File: src/rtl/ram_scan_reader.sv
// Streams a contiguous RAM window out on a valid/ready port.
// Reads are issued only when the output FIFO has room for every read still in flight.
//   state   | meaning
//   S_IDLE  | waiting for start; latches base/length
//   S_RUN   | issuing one RAM read per cycle while credit allows
//   S_DRAIN | all reads issued; waiting for the consumer to take the rest
//   S_DONE  | one-cycle completion pulse
module ram_scan_reader #(
  parameter int DATA_WIDTH    = 32,
  parameter int ADDRESS_WIDTH = 12,
  parameter int FIFO_DEPTH    = 4
) (
  input  logic                     i_clk,
  input  logic                     i_rst_n,
  input  logic                     i_start,
  input  logic [ADDRESS_WIDTH-1:0] i_base_addr,
  input  logic [ADDRESS_WIDTH:0]   i_length,
  output logic                     o_busy,
  output logic                     o_done,
  output logic [ADDRESS_WIDTH-1:0] o_ram_addr,
  input  logic [DATA_WIDTH-1:0]    i_ram_data,
  output logic                     o_out_valid,
  input  logic                     i_out_ready,
  output logic [DATA_WIDTH-1:0]    o_out_data,
  output logic                     o_out_last
);

  localparam int AW = ADDRESS_WIDTH;
  localparam int PW = $clog2(FIFO_DEPTH);
  localparam int CW = PW + 1;

  typedef enum logic [1:0] {S_IDLE, S_RUN, S_DRAIN, S_DONE} state_t;

  state_t              r_state;
  logic [AW-1:0]       r_base;
  logic [AW:0]         r_len;
  logic [AW:0]         r_issued;
  logic [AW:0]         r_delivered;
  logic [AW-1:0]       r_ram_addr;
  logic                r_busy;
  logic                r_done;
  logic [1:0]          r_vld_sr;

  logic [DATA_WIDTH-1:0] r_mem [FIFO_DEPTH];
  logic [PW-1:0]         r_wr_ptr;
  logic [PW-1:0]         r_rd_ptr;
  logic [CW-1:0]         r_count;

  logic          w_valid;
  logic          w_push;
  logic          w_pop;
  logic [1:0]    w_inflight;
  logic [CW:0]   w_credit;
  logic          w_issue;
  logic [AW:0]   w_deliv_next;
  logic [AW:0]   w_last_idx;

  assign w_valid      = (r_count != '0);
  assign w_push       = r_vld_sr[1];
  assign w_pop        = w_valid && i_out_ready;
  assign w_inflight   = {1'b0, r_vld_sr[0]} + {1'b0, r_vld_sr[1]};
  // Conservative credit: a pop in the same cycle is not counted as free space.
  assign w_credit     = {1'b0, r_count} + {{(CW-1){1'b0}}, w_inflight};
  assign w_issue      = (r_state == S_RUN) && (r_issued < r_len) &&
                        (w_credit < (CW+1)'(FIFO_DEPTH));
  assign w_deliv_next = r_delivered + (AW+1)'(w_pop);
  assign w_last_idx   = r_len - (AW+1)'(1);

  assign o_busy      = r_busy;
  assign o_done      = r_done;
  assign o_ram_addr  = r_ram_addr;
  assign o_out_valid = w_valid;
  assign o_out_data  = r_mem[r_rd_ptr];
  assign o_out_last  = w_valid && (r_delivered == w_last_idx);

  always_ff @(posedge i_clk) begin
    if (!i_rst_n) begin
      r_state     <= S_IDLE;
      r_base      <= '0;
      r_len       <= '0;
      r_issued    <= '0;
      r_delivered <= '0;
      r_ram_addr  <= '0;
      r_busy      <= 1'b0;
      r_done      <= 1'b0;
      r_vld_sr    <= '0;
    end else begin
      r_done   <= 1'b0;
      r_busy   <= (r_state == S_RUN) || (r_state == S_DRAIN);
      r_vld_sr <= {r_vld_sr[0], w_issue};
      if (w_pop) r_delivered <= w_deliv_next;
      if (w_issue) begin
        r_ram_addr <= r_base + r_issued[AW-1:0];
        r_issued   <= r_issued + (AW+1)'(1);
      end
      case (r_state)
        S_IDLE: begin
          if (i_start) begin
            r_base      <= i_base_addr;
            r_len       <= i_length;
            r_issued    <= '0;
            r_delivered <= '0;
            // An empty job passes through DRAIN so done lands one cycle later, like busy.
            r_state     <= (i_length != '0) ? S_RUN : S_DRAIN;
          end
        end
        S_RUN: begin
          if (w_issue && ((r_issued + (AW+1)'(1)) == r_len)) r_state <= S_DRAIN;
        end
        S_DRAIN: begin
          if (w_deliv_next == r_len) begin
            r_state <= S_DONE;
            r_done  <= 1'b1;
          end
        end
        S_DONE: r_state <= S_IDLE;
        default: r_state <= S_IDLE;
      endcase
    end
  end

  always_ff @(posedge i_clk) begin
    if (!i_rst_n) begin
      r_wr_ptr <= '0;
      r_rd_ptr <= '0;
      r_count  <= '0;
      for (int i = 0; i < FIFO_DEPTH; i++) r_mem[i] <= '0;
    end else begin
      if (w_push) begin
        r_mem[r_wr_ptr] <= i_ram_data;
        r_wr_ptr        <= r_wr_ptr + PW'(1);
      end
      if (w_pop) r_rd_ptr <= r_rd_ptr + PW'(1);
      case ({w_push, w_pop})
        2'b10:   r_count <= r_count + CW'(1);
        2'b01:   r_count <= r_count - CW'(1);
        default: r_count <= r_count;
      endcase
    end
  end

endmodule

File: config.mk
export PLATFORM = sky130hd
export DESIGN_NAME = ram_scan_reader
export DESIGN_NICKNAME = d
export VERILOG_FILES = /design/src/rtl/ram_scan_reader.sv
export SDC_FILE = /design/constraint.sdc
export NUM_CORES = 1
export LEC_CHECK = 0
export ABC_AREA = 1
export CAP_MARGIN = 10
export CORE_ASPECT_RATIO = 1.75
export CORE_MARGIN = 5
export CORE_UTILIZATION = 62
export CTS_CLUSTER_SIZE = 14
export DETAILED_ROUTE_END_ITERATION = 12
export PLACE_DENSITY_LB_ADDON = 0.12
export RECOVER_POWER = 25
export SYNTH_ARGS = -nofsm -noshare
export SYNTH_HDL_FRONTEND = slang
export SYNTH_SLANG_ARGS = --single-unit
export TNS_END_PERCENT = 1
File: constraint.sdc
create_clock -name i_clk -period 8.7 [get_ports i_clk]
set_clock_uncertainty 0.2 [all_clocks]
set_input_delay 0.87 -clock i_clk [delete_from_list [all_inputs] [get_ports i_clk]]
set_output_delay 0.87 -clock i_clk [all_outputs]
set_load 0.03 [all_outputs]
# Word level (Yosys, flattened, before mapping)
# Memory sizes are Yosys's and may differ from the RTL's. A register that Yosys moved wholly into a read port is not among the register bits.
# Cells that the tools add are included.
# totals
register_bits	76
ramBits	128
in_bits	61
out_inout_bits	48
word_cells	72
n_memories	1
# op_classes
add_sub_neg	10
order_cmp	2
n_eq_ne	11
n_mux	22
reduce_logical	14
# memory_table
memory	depth	width	read_ports	rd_clocked_by_memory_dff	write_ports	line_no	source
r_mem	4	32	1	1	4	44	logic [DATA_WIDTH-1:0] r_mem [FIFO_DEPTH];
# op_table
op	count
$mux W13	6
$eq A13 B13 Y1	3
$mux W32	1
$reduce_or A32 Y1	1
$mux W2	7
$add A13 B1 Y13	1
$add A13 B1 Y13 const B	1
$lt A13 B13 Y1	1
$reduce_bool A13 Y1	1
$sub A13 B1 Y13 const B	1
$add A12 B12 Y12	1
$pmux W2 S4	1
$eq A2 B2 Y1 const B	3
$mux W1	6
$pmux W3 S2	1
$logic_and A1 B1 Y1	5
$add A2 B1 Y2 const B	2
$add A3 B2 Y4	1
$eq A2 B1 Y1 const B	2
$lt A4 B3 Y1 const B	1
$ne A2 B1 Y1 const B	2
$reduce_and A2 Y1	2
$add A3 B1 Y3 const B	1
$reduce_and A3 Y1	1
7 further kinds	7

# Longest topological paths before layout
# depth
word_depth	7
depth_mapped	21

# Least setup slack after synthesis
# Ideal clock, no wire load.
# synth_path
path_type	register to register
start	reg r_wr_ptr[1]
end	mem r_mem[1][0], enable pin
setup_time_ns	0.466
arrival_time_ns	2.793
path_slack_ns	5.242
stages_incl_launch_ff	4
n_path_buf	0
synth_period_minus_slack_ns	3.458
cell_sequence	dfxtp_1 inv_1 nand2_1 o21ai_0
# synth_lines
element	line_no	source
start, declared	45	logic [PW-1:0] r_wr_ptr;
start signal, assigned	131	r_wr_ptr <= r_wr_ptr + PW'(1);
end, declared	44	

==> qor.yml <==
run_status:
  status: "finished, violations left"
  violations: "capacitance limit, slew limit"
floorplan:
  row_count: 62
  fp.dieArea_um2: 19500
  die_w_um: 108
  core_area_um2: 16400
  start_util_pct: 63.0
  fp.dieH_um: 181
  ios: 109
setup_path:
  cp-end-kind: "register"
  crit_type: "in2reg"
  worstPathMaxFanout: 66
  critPathLaunchType: "primary input"
  arrival_ns: 5.80
  worstPathRequired_ns: 8.69
  worst_path_max_delay_cell: "clkbuf_1"
  cp_cell_sequence: "dlygate4sd3_1, clkbuf_1, nand2_2, clkbuf_1, nor2_1, nand2_1, buf_4, nand2_1, buf_4"
  cpPeakStageDelay_ns: 2.21
global_routing:
  grt_max_degree: 67
  grt_first_pass_wirelength_um: 41000
  grt-ovfl-total: 0
  grt_pass1_vias: 8664
  antenna_found_initial: 0
  grt_usage_pct: 26.0
synth:
  ys_warn_count: 0
  netlist_instances: 1201
  synth_cell_type_count: 43
  synth_enable_flop_cells: 128
  synth-async-reset-ratio_pct: 0
  yosys_most_used_dff: "edfxtp_1"
  avgSynthCellArea_um2: 8.63
  synthesis.nets: 1297
  seq_area_frac_synth_pct: 52.2
  ys_ff_latch: 206
  synth_area_um2: 10400
clock_tree:
  clockBufferDepth: 3
  h-tree-depth: 1
  postCtsSetupRepairBufs: 0
  cts_buffers: 19
  clock_latency_ns: 0.48
  cts-hold-fix-buffers: 0
  clkTransAtPathRegs_ns: 0.07
  cts_resized: 0
  cts_sinks: 206
  cts_root_buffer: "clkbuf_16"
  cts_tree: "built"
pwr:
  max-vdd-ir-drop_mv: 0.247
  cellPowerDensity_nw_per_um2: 280
  report.power.total_mw: 3.42
  leakage_nw: 4.90
layout:
  fillers: 1267
  antennaDiodeCount: 0
  regArea_um2: 5410
  syn_to_final_growth_pct: 17.8
  drive_gt1_share_pct: 5.30
  final_net_count: 1385
  multi_input_area_um2: 4310
sta:
  period_share_pct: 66.8
  tightest_slew_ns: 3.08
  clock.fmax_ghz: 0.172
  setup_tns_ns: 0
  finalCriticalPeriod_ns: 5.81
  slew_violations: 148
  rsz0062_at_grt: "false"
  relSlewSlack_pct: -105
  setup_viol: 0
  hold_violations: 0
route:
  routed_wirelength_um: 25300
  route.antenna.remaining_nets: 0
  num_vias: 8699
  wl_per_cell_um: 16.6
  via_per_inst: 5.70
  drc: 0
  drt_iter0_markers: 457
  first_pass_iters: 5
placement:
  place_congestion: 0.900
  port-buffer-count: 108
  dp.final_hpwl_um: 17300
hold_path:
  min_path_type: "reg2reg"
job:
  max-cap-violations: 4
## sequential cells by signal (all words and copies together), names as in the netlist, named ones only
| name | count |
|---|---|
| r_delivered | 13 |
| o_ram_addr | 12 |
| r_mem | 128 |
| o_busy | 1 |
| r_base | 12 |
| r_count | 3 |
| r_vld_sr | 2 |
| o_done | 1 |
| r_state | 2 |
| r_rd_ptr | 2 |
| r_len | 13 |
| r_issued | 13 |
| r_wr_ptr | 2 |
## where the power goes
| group | total, mW | internal [mW] | switching [mW] |
|---|---|---|---|
| combinational | 1.31 | 0.487 | 0.825 |
| clock | 0.803 | 0.464 | 0.340 |
| sequential | 1.31 | 1.18 | 0.128 |
| total | 3.42 | 2.13 | 1.29 |
## cells in the mapped netlist, types with 2 or more instances
| cell | number | area (µm²) |
|---|---|---|
| inv_1 | 108 | 405 |
| o21bai_1 | 2 | 15.0 |
| xor2_1 | 24 | 210 |
| nor2_2 | 5 | 31.3 |
| nor3_2 | 3 | 30.0 |
| nand4_1 | 13 | 81.3 |
| a211oi_1 | 2 | 15.0 |
| a21oi_1 | 71 | 355 |
| nand3_4 | 2 | 35.0 |
| nand3_1 | 48 | 240 |
| nand2_2 | 5 | 31.3 |
| inv_2 | 6 | 22.5 |
| nand2_1 | 130 | 488 |
| buf_1 | 8 | 30.0 |
| nor3_1 | 39 | 195 |
| a21boi_0 | 2 | 15.0 |
| nor2_1 | 235 | 882 |
| xnor3_1 | 2 | 45.0 |
| a31oi_1 | 3 | 18.8 |
| xnor2_1 | 10 | 87.6 |
| nand3_2 | 3 | 30.0 |
| nor4_1 | 5 | 31.3 |
| o21ai_0 | 136 | 681 |
| ha_1 | 33 | 413 |
| o21ai_1 | 7 | 35.0 |
| dfxtp_1 | 78 | 1560 |
| fa_1 | 2 | 40.0 |
| o22ai_1 | 32 | 200 |
| edfxtp_1 | 128 | 3840 |
| clkbuf_1 | 46 | 173 |
## logic make-up after synthesis
| family | Yosys count | share of synthesized area [%] |
|---|---|---|
| AOI/OAI and AO/OA | 260 | 13.4 |
| and+or+nand+nor | 492 | 20.5 |
| buffers and inverters | 172 | 6.29 |
| DFF | 206 | 52.2 |
| xor gates and xnor gates | 36 | 3.31 |
| adders and majority gates | 35 | 4.37 |
## cell type report
class / instances / area share, %
flip-flops and latches: 206 / 44.3
repair buffers: 123 / 9.72
well taps: 224 / 2.30
clock buffers: 27 / 4.14
multi-input cells: 823 / 35.3
inverters: 116 / 3.58
clock inverters: 6 / 0.636
## path summary, 6_finish.rpt
kind / from / to / slack, ns / cells after the start
setup / recovery: i_rst_n / r_mem[2][29] / 2.89 / 9
hold / removal: r_vld_sr[0] / r_vld_sr[1] / 0.25 / 2
setup reg to reg: r_vld_sr[1] / r_mem[2][29] / 4.44 / 7
hold reg to reg: r_vld_sr[0] / r_vld_sr[1] / 0.25 / 2
## placed cells by master, fill, tap and decap left out, types with 5 or more instances in the layout
cell type / synthesis / routed
inv_2: 6 / 6
nor4_1: 5 / 5
o21ai_1: 7 / 7
nand4_1: 13 / 13
clkbuf_1: 46 / 10
nand2_2: 5 / 6
nand2_1: 130 / 129
nor3_1: 39 / 39
nor2_1: 235 / 234
xor2_1: 24 / 24
nand3_1: 48 / 48
o21ai_0: 136 / 136
xnor2_1: 10 / 10
inv_1: 108 / 109
a21oi_1: 71 / 71
dfxtp_1: 78 / 77
buf_4: 1 / 13
o22ai_1: 32 / 32
edfxtp_1: 128 / 128
clkdlybuf4s50_1: 0 / 107
clkbuf_16: 0 / 19
ha_1: 33 / 33
nor2_2: 5 / 6
## per-stage QoR
stage	hold WS [ns]	worst slack, ns	area (µm²)	util (%)	cells
after detailed placement	0.237	4.77	11600	70.7	1492
final	0.249	2.89	12200	74.2	1525
after CTS	0.249	4.20	12200	74.3	1525
after global placement	0.236	4.83	11600	70.7	1492
after floorplan	0.220	5.24	10400	-	1201
after global routing	0.273	2.45	12200	74.2	1525
## critical path, delay by kind of cell
kind | cells | cell delay (ns)
buf+inv | 5 | 4.20
simple gates | 4 | 0.69
## metal layers
layer  GRT usage (%)  wire (µm)  part of all wire, %  up-vias
met5               0          0                    0        -
met4            11.3       1020                  4.0        0
met3            2.36       1190                  4.7       69
met2            50.3      14100                   56      267
met1            27.7       8960                   35     4112
li1                -          -                    -     4251
No activity file was read; power rests on OpenSTA's default activity.
